**src/rtl/fetch_ctrl_pkg.sv**
```systemverilog
// Shared types and constants for the decode-stage fetch/branch controller.
// Provides the FSM state encoding and the sequential-PC helper.
package fetch_ctrl_pkg;

  typedef enum logic [1:0] {RUN, REDIRECT, WAIT_MEM, HALTED} fctrl_state_t;

  localparam int              PC_W   = 16;
  localparam logic [PC_W-1:0] PC_INC = 16'd2;

  // Fall-through address; wraps naturally at the top of the 16-bit space.
  function automatic logic [PC_W-1:0] seq_pc(input logic [PC_W-1:0] pc);
    return pc + PC_INC;
  endfunction

endpackage

```
**src/rtl/branch_resolve_ctrl_sat_counter.sv**
```systemverilog
// Saturating up-counter used for the controller's performance counters.
// Holds at all-ones instead of wrapping; cleared by synchronous active-low reset.
module sat_counter #(
  parameter int W = 16
) (
  input  logic         clk,
  input  logic         rst_n,
  input  logic         inc,
  output logic [W-1:0] count
);

  logic [W-1:0] count_q;
  logic [W-1:0] count_d;

  always_comb begin
    count_d = count_q;
    if (inc && (count_q != '1)) begin
      count_d = count_q + 1'b1;
    end
  end

  always_ff @(posedge clk) begin
    if (!rst_n) begin
      count_q <= '0;
    end else begin
      count_q <= count_d;
    end
  end

  assign count = count_q;

endmodule

```
**src/rtl/branch_resolve_ctrl.sv**
```systemverilog
// Decode-stage branch resolution controller: checks fetch-time predictions against the
// resolved outcome, drives BHT/BTB writes and PC redirect, and sequences fetch/flush/halt.
module branch_resolve_ctrl
  import fetch_ctrl_pkg::*;
#(
  parameter int CNT_W     = 16,
  parameter int FLUSH_CYC = 1
) (
  input  logic             clk,
  input  logic             rst_n,
  input  logic             IF_ID_valid,
  input  logic [PC_W-1:0]  IF_ID_PC_curr,
  input  logic [1:0]       IF_ID_prediction,
  input  logic [PC_W-1:0]  IF_ID_predicted_target,
  input  logic             is_branch,
  input  logic             actual_taken,
  input  logic [PC_W-1:0]  actual_target,
  input  logic             hazard_stall,
  input  logic             imem_ready,
  input  logic             halt,
  output logic             wen_BHT,
  output logic             wen_BTB,
  output logic             update_PC,
  output logic [PC_W-1:0]  redirect_target,
  output logic             fetch_en,
  output logic             IF_ID_flush,
  output logic [CNT_W-1:0] branch_cnt,
  output logic [CNT_W-1:0] mispredict_cnt,
  output logic [CNT_W-1:0] stall_cnt
);

  fctrl_state_t state_q, state_d;
  logic [1:0]   flush_cnt_q, flush_cnt_d;

  logic eval;
  logic mispredicted;
  logic miscomputed;
  logic branch_inc;
  logic mispredict_inc;
  logic stall_inc;

  // Only the direction bit of the 2-bit BHT state matters here.
  logic unused_pred_lsb;
  assign unused_pred_lsb = IF_ID_prediction[0];

  always_comb begin
    eval         = (state_q == RUN) & IF_ID_valid & is_branch & ~hazard_stall & imem_ready;
    mispredicted = IF_ID_prediction[1] != actual_taken;
    miscomputed  = IF_ID_predicted_target != actual_target;

    wen_BHT         = eval & mispredicted;
    wen_BTB         = eval & (actual_taken | miscomputed);
    update_PC       = eval & ((actual_taken & (mispredicted | miscomputed)) |
                              (~actual_taken & IF_ID_prediction[1]));
    redirect_target = actual_taken ? actual_target : seq_pc(IF_ID_PC_curr);

    state_d     = state_q;
    flush_cnt_d = flush_cnt_q;
    fetch_en    = 1'b0;
    IF_ID_flush = 1'b0;

    unique case (state_q)
      RUN: begin
        fetch_en    = ~hazard_stall & imem_ready;
        IF_ID_flush = update_PC;
        // A redirect outranks a memory wait and a halt on the wrong path.
        if (update_PC) begin
          state_d     = REDIRECT;
          flush_cnt_d = 2'(FLUSH_CYC);
        end else if (!imem_ready) begin
          state_d = WAIT_MEM;
        end else if (halt && IF_ID_valid && !hazard_stall) begin
          state_d = HALTED;
        end
      end
      REDIRECT: begin
        IF_ID_flush = 1'b1;
        fetch_en    = imem_ready;
        if (imem_ready) begin
          if (flush_cnt_q <= 2'd1) begin
            flush_cnt_d = 2'd0;
            state_d     = RUN;
          end else begin
            flush_cnt_d = flush_cnt_q - 2'd1;
          end
        end
      end
      WAIT_MEM: begin
        if (imem_ready) begin
          state_d = RUN;
        end
      end
      HALTED: begin
        state_d = HALTED;
      end
      default: begin
        state_d = RUN;
      end
    endcase

    if (!rst_n) begin
      wen_BHT         = 1'b0;
      wen_BTB         = 1'b0;
      update_PC       = 1'b0;
      redirect_target = '0;
      fetch_en        = 1'b0;
      IF_ID_flush     = 1'b1;
    end

    branch_inc     = eval & rst_n;
    mispredict_inc = update_PC;
    stall_inc      = ~fetch_en & (state_q != HALTED);
  end

  always_ff @(posedge clk) begin
    if (!rst_n) begin
      state_q     <= RUN;
      flush_cnt_q <= 2'd0;
    end else begin
      state_q     <= state_d;
      flush_cnt_q <= flush_cnt_d;
    end
  end

  sat_counter #(.W(CNT_W)) u_branch_cnt (
    .clk   (clk),
    .rst_n (rst_n),
    .inc   (branch_inc),
    .count (branch_cnt)
  );

  sat_counter #(.W(CNT_W)) u_mispredict_cnt (
    .clk   (clk),
    .rst_n (rst_n),
    .inc   (mispredict_inc),
    .count (mispredict_cnt)
  );

  sat_counter #(.W(CNT_W)) u_stall_cnt (
    .clk   (clk),
    .rst_n (rst_n),
    .inc   (stall_inc),
    .count (stall_cnt)
  );

endmodule

```
**config.mk**
```make
export PLATFORM = sky130hd
export DESIGN_NAME = branch_resolve_ctrl
export DESIGN_NICKNAME = d
export VERILOG_FILES = /design/src/rtl/fetch_ctrl_pkg.sv /design/src/rtl/branch_resolve_ctrl_sat_counter.sv /design/src/rtl/branch_resolve_ctrl.sv
export SDC_FILE = /design/constraint.sdc
export NUM_CORES = 1
export LEC_CHECK = 0
export ABC_AREA = 1
export BUFFER_PORTS_ARGS = -buffer_cell sky130_fd_sc_hd__buf_2
export CAP_MARGIN = 0
export CORE_AREA = 2 2 87 89
export CTS_BUF_LIST = sky130_fd_sc_hd__clkbuf_8
export DETAILED_ROUTE_END_ITERATION = 8
export DIE_AREA = 0 0 89 91
export GPL_ROUTABILITY_DRIVEN = 0
export PLACE_DENSITY_LB_ADDON = 0.1
export SLEW_MARGIN = 20
export SYNTH_ARGS = -nofsm -noshare
export SYNTH_HDL_FRONTEND = slang
export SYNTH_SLANG_ARGS = --single-unit
export TNS_END_PERCENT = 100
```
**constraint.sdc**
```tcl
create_clock -name clk -period 3.35 [get_ports clk]
set_input_delay 0.5025 -clock clk [delete_from_list [all_inputs] [get_ports clk]]
set_output_delay 0.5025 -clock clk [all_outputs]
set_load 0.02 [all_outputs]
```
==> impl_results.rst <==
.. list-table::
   :header-rows: 1

   * - Metric
     - Value
   * - Final antenna-violating net count
     - 0
   * - Routed met3 length
     - 437 µm
   * - Data arrival time of the critical path
     - 2.03 ns
   * - Count of endpoints failing setup in the final report
     - 0
   * - Dpl hpwl
     - 7610 µm
   * - Cell area after layout
     - between 4000 and 5000 µm²
   * - Port Buffer Count
     - 125
   * - Maximum number of pins on one net before global-route repair
     - 30
   * - Met2 Routed Length
     - 4810 µm
   * - Residual DRC count
     - 0
   * - Placement Setup Slack
     - 0.831 ns
   * - RSZ-0062 raised after global routing
     - no
   * - Hold buffers post-CTS
     - 0
   * - Root Buffer
     - clkbuf_8
   * - Setup_tns
     - 0 ns
   * - Max-slew violation count
     - 0
   * - Buffers inserted during post-CTS setup optimization
     - 0
   * - Summed instance area of the synthesized netlist
     - 3840 µm²
   * - Critical-path top delay cell
     - nor3b_2
   * - Pwr Density
     - 289 nW/µm²
   * - Cell internal pwr
     - 0.894 mW
   * - Number of instances in the synthesized netlist
     - 620
   * - Clock tree sinks
     - 52
   * - Pleak
     - 2.30 nW
   * - Layout filler cell count
     - 735
   * - Outcome
     - finished, final reports clean
   * - Antenna violations before repair
     - 0
   * - Comb pwr share
     - 24.2%
   * - Uppermost layer routed
     - met4
   * - Clock transition at the registers of the reported paths
     - 0.09 ns
   * - Least-Margin Pin Slew
     - 0.629 ns
   * - Crit. End Element
     - output pin
   * - Layout cell share with drive strength beyond 1
     - 23.6%
   * - Share of Yosys cell area claimed by the top area cell type
     - 27.1%
   * - WHS
     - 0.498 ns
   * - 1st-iter DRT viols
     - 166
   * - Power share of the clock group
     - about 27%
   * - Vias after detailed routing
     - 4181
   * - Cells taking the most area after synthesis
     - dfxtp_1, nand2_1, inv_1, a21oi_1, nor2_1
   * - Remaining max-slew budget at the tightest pin
     - between 50% and 60%
   * - Sequential share of the synthesized area
     - a little over a quarter
   * - Kind of critical path
     - input pin to output pin
   * - Initial DRT Pass Iterations
     - 4
   * - Setup slack after layout
     - 0.821 ns
   * - TritonCTS clock tree
     - built
   * - Yosys synthesis warning count
     - 0
   * - Flop-to-flop setup slack
     - ~1.3 ns
   * - Largest fanout of any net on the critical path
     - 4
   * - Post-Route M1 WL
     - 4210 µm
   * - Library cell occupying the most area in the post-synthesis netlist
     - dfxtp_1
   * - Crit path required time
     - 2.85 ns
   * - Post-DR vias/cell
     - 4.98
   * - Total of max-cap violations
     - 0
   * - Net switching fraction of the power
     - 32.8%
   * - Core footprint
     - approximately 7100 µm²
   * - Via count of the first global-routing pass
     - 3781
   * - Cell Chain, Critical Path
     - buf_2 > ha_1 > nand3_1 > nor3b_2 > nand3_1 > nor2_1 > xor2_1 > o21ai_0 > inv_1 > buf_2
   * - Final period utilization
     - 75.5%
   * - Type of the worst min-delay path
     - register to register
   * - Net switching power of the design
     - 0.437 mW
   * - GRT overflow
     - 0
   * - Proportion of power drawn by flip-flops and latches
     - roughly half
   * - Layout Skew
     - between 0.007 and 0.008 ns
   * - Clock latency on the worst-skew pair
     - approximately 0.31 ns
   * - Effective utilization at floorplan
     - 53.9%
   * - Total I/O pin count
     - 127
   * - Number of gates resized after cts
     - 0
   * - Final antenna diode count
     - 0
   * - Global Route Usage Sum
     - 23.7%
   * - Synthesized area per cell
     - 6.20 µm²
   * - Buffer levels on the longest clock path
     - 2
   * - Distinct cell type count after synthesis
     - 38
   * - Flip-flop and latch count after synthesis
     - 52
   * - Clock buffers created by TritonCTS
     - 5
   * - Final Hold Fails
     - 0
   * - Kind of cell adding the most delay to the critical path
     - simple AND/OR/NAND/NOR gates
   * - Global-route wire length before repair
     - 16000 µm
   * - Highest clock rate
     - 395 MHz
   * - Post-DP Area
     - 4520 µm²
   * - Final Routed Wirelength
     - ~9600 µm
   * - Number of placement rows
     - 31
   * - Largest voltage drop on the vdd net
     - 0.000200 V
   * - Relative area change from synthesis to final layout
     - 19.9%
   * - Buffers plus inverters on the worst setup path
     - 3
   * - Horiz. Die Dim
     - 89 µm
   * - Die Y
     - 91 µm
   * - H-tree depth reported by CTS
     - 2
   * - Crit path largest cell delay
     - 0.31 ns
   * - Final layout net count
     - about 800
   * - Routed len/inst
     - 11.4 µm
   * - Worst setup SP type
     - input pin
   * - Post-synthesis net count
     - 682
   * - Total die area
     - 8100 µm²
   * - Fin crit period
     - 2.53 ns
-- stage by stage --
| stage | power, mW | util (%) | std cells |
|---|---|---|---|
| 2_1_floorplan | 0.885 | - | 620 |
| 3_3_place_gp | 0.977 | 63.3 | 831 |
| 3_5_place_dp | 0.988 | 63.3 | 831 |
| 4_1_cts | 1.34 | 64.6 | 839 |
| 5_1_grt | 1.41 | 64.6 | 839 |
| 6_report | 1.33 | 64.6 | 839 |
-- layout by cell type, fill, tap and decap left out, types with 4 or more instances in the layout --
cell,n
a21oi_1,43
a21oi_2,8
buf_2,125
clkbuf_8,5
dfxtp_1,52
ha_1,4
inv_1,102
inv_2,8
nand2_1,164
nand2_2,7
nand3_1,30
nand4_1,10
nor2_1,55
nor2_4,6
nor3_1,23
nor4_1,4
o21ai_0,32
xnor2_1,12
xor2_1,22
-- kinds of logic (layout without fill, tap and decap cells) --
logic type / after synthesis / after routing / synth area share (%)
xor+xnor: 34 / 34 / 7.75
fa+ha+maj: 4 / 4 / 1.30
mux: 1 / 1 / 0.260
simple gates: 314 / 314 / 37.7
compound gates: 90 / 90 / 12.9
buf+inv: 125 / 245 / 13.1
flops: 52 / 52 / 27.1
-- final timing paths --
kind                            cells after the start                  start                    end
worst min-delay path                                2  u_branch_cnt.count[8]  u_branch_cnt.count[8]
worst max-delay path                               10       IF_ID_PC_curr[1]    redirect_target[13]
worst max register to register                     10   u_stall_cnt.count[0]  u_stall_cnt.count[11]
worst min register to register                      2  u_branch_cnt.count[8]  u_branch_cnt.count[8]
-- synth_stat cells --
master and n:
a211o_1 1, a21oi_1 43, a21oi_2 8, a31oi_1 2, and3_1 1, buf_1 1, buf_2 2, buf_4 2
buf_6 3, clkbuf_1 7, dfxtp_1 52, ha_1 4, inv_1 102, inv_2 8, mux2i_1 1, nand2_1 164
nand2_2 7, nand3_1 30, nand3_2 2, nand3b_1 2, nand4_1 10, nand4_4 2, nor2_1 55, nor2_2 2
nor2_4 6, nor3_1 23, nor3_2 2, nor3b_2 1, nor4_1 4, nor4_4 1, o211ai_1 2, o21ai_0 32
o21ai_1 1, o21bai_1 1, or2_0 1, or2_2 1, xnor2_1 12, xor2_1 22
-- power by group through the flow --
stage	Combinational (mW)	Clock [mW]	Sequential, mW
after floorplan	0.210	0	0.676
after global placement	0.311	0	0.666
after detailed placement	0.322	0	0.666
after CTS	0.324	0.365	0.652
after global routing	0.362	0.389	0.655
final	0.323	0.356	0.652
-- tightest hold or removal path, cell delays in order (launching register included) --
cell and delay, ns:
dfxtp_1 0.35, inv_1 0.06, a21oi_1 0.05
-- area by class of cell --
cell class / instances / area [µm²] / share of cell area [%]
clock buffer: 5 / 68.8 / 1.49
clock inverter: 3 / 18.8 / 0.407
inverter: 110 / 413 / 8.96
multi-input combinational: 443 / 2300 / 49.9
sequential: 52 / 1040 / 22.6
tap: 99 / 124 / 2.69
timing repair buffer: 127 / 641 / 13.9
-- sequential cells by signal, summed over array words and instances (netlist names) --
register and cells:
flush_cnt_q 2, state_q 2, u_branch_cnt.count 16, u_mispredict_cnt.count 16, u_stall_cnt.count 16
-- layer usage --
layer,track usage (%),vias up
li1,-,2180
met1,28.9,1896
met2,42.7,94
met3,4.36,11
met4,4.85,0
met5,0,-
(Power assumes the default switching activity.)
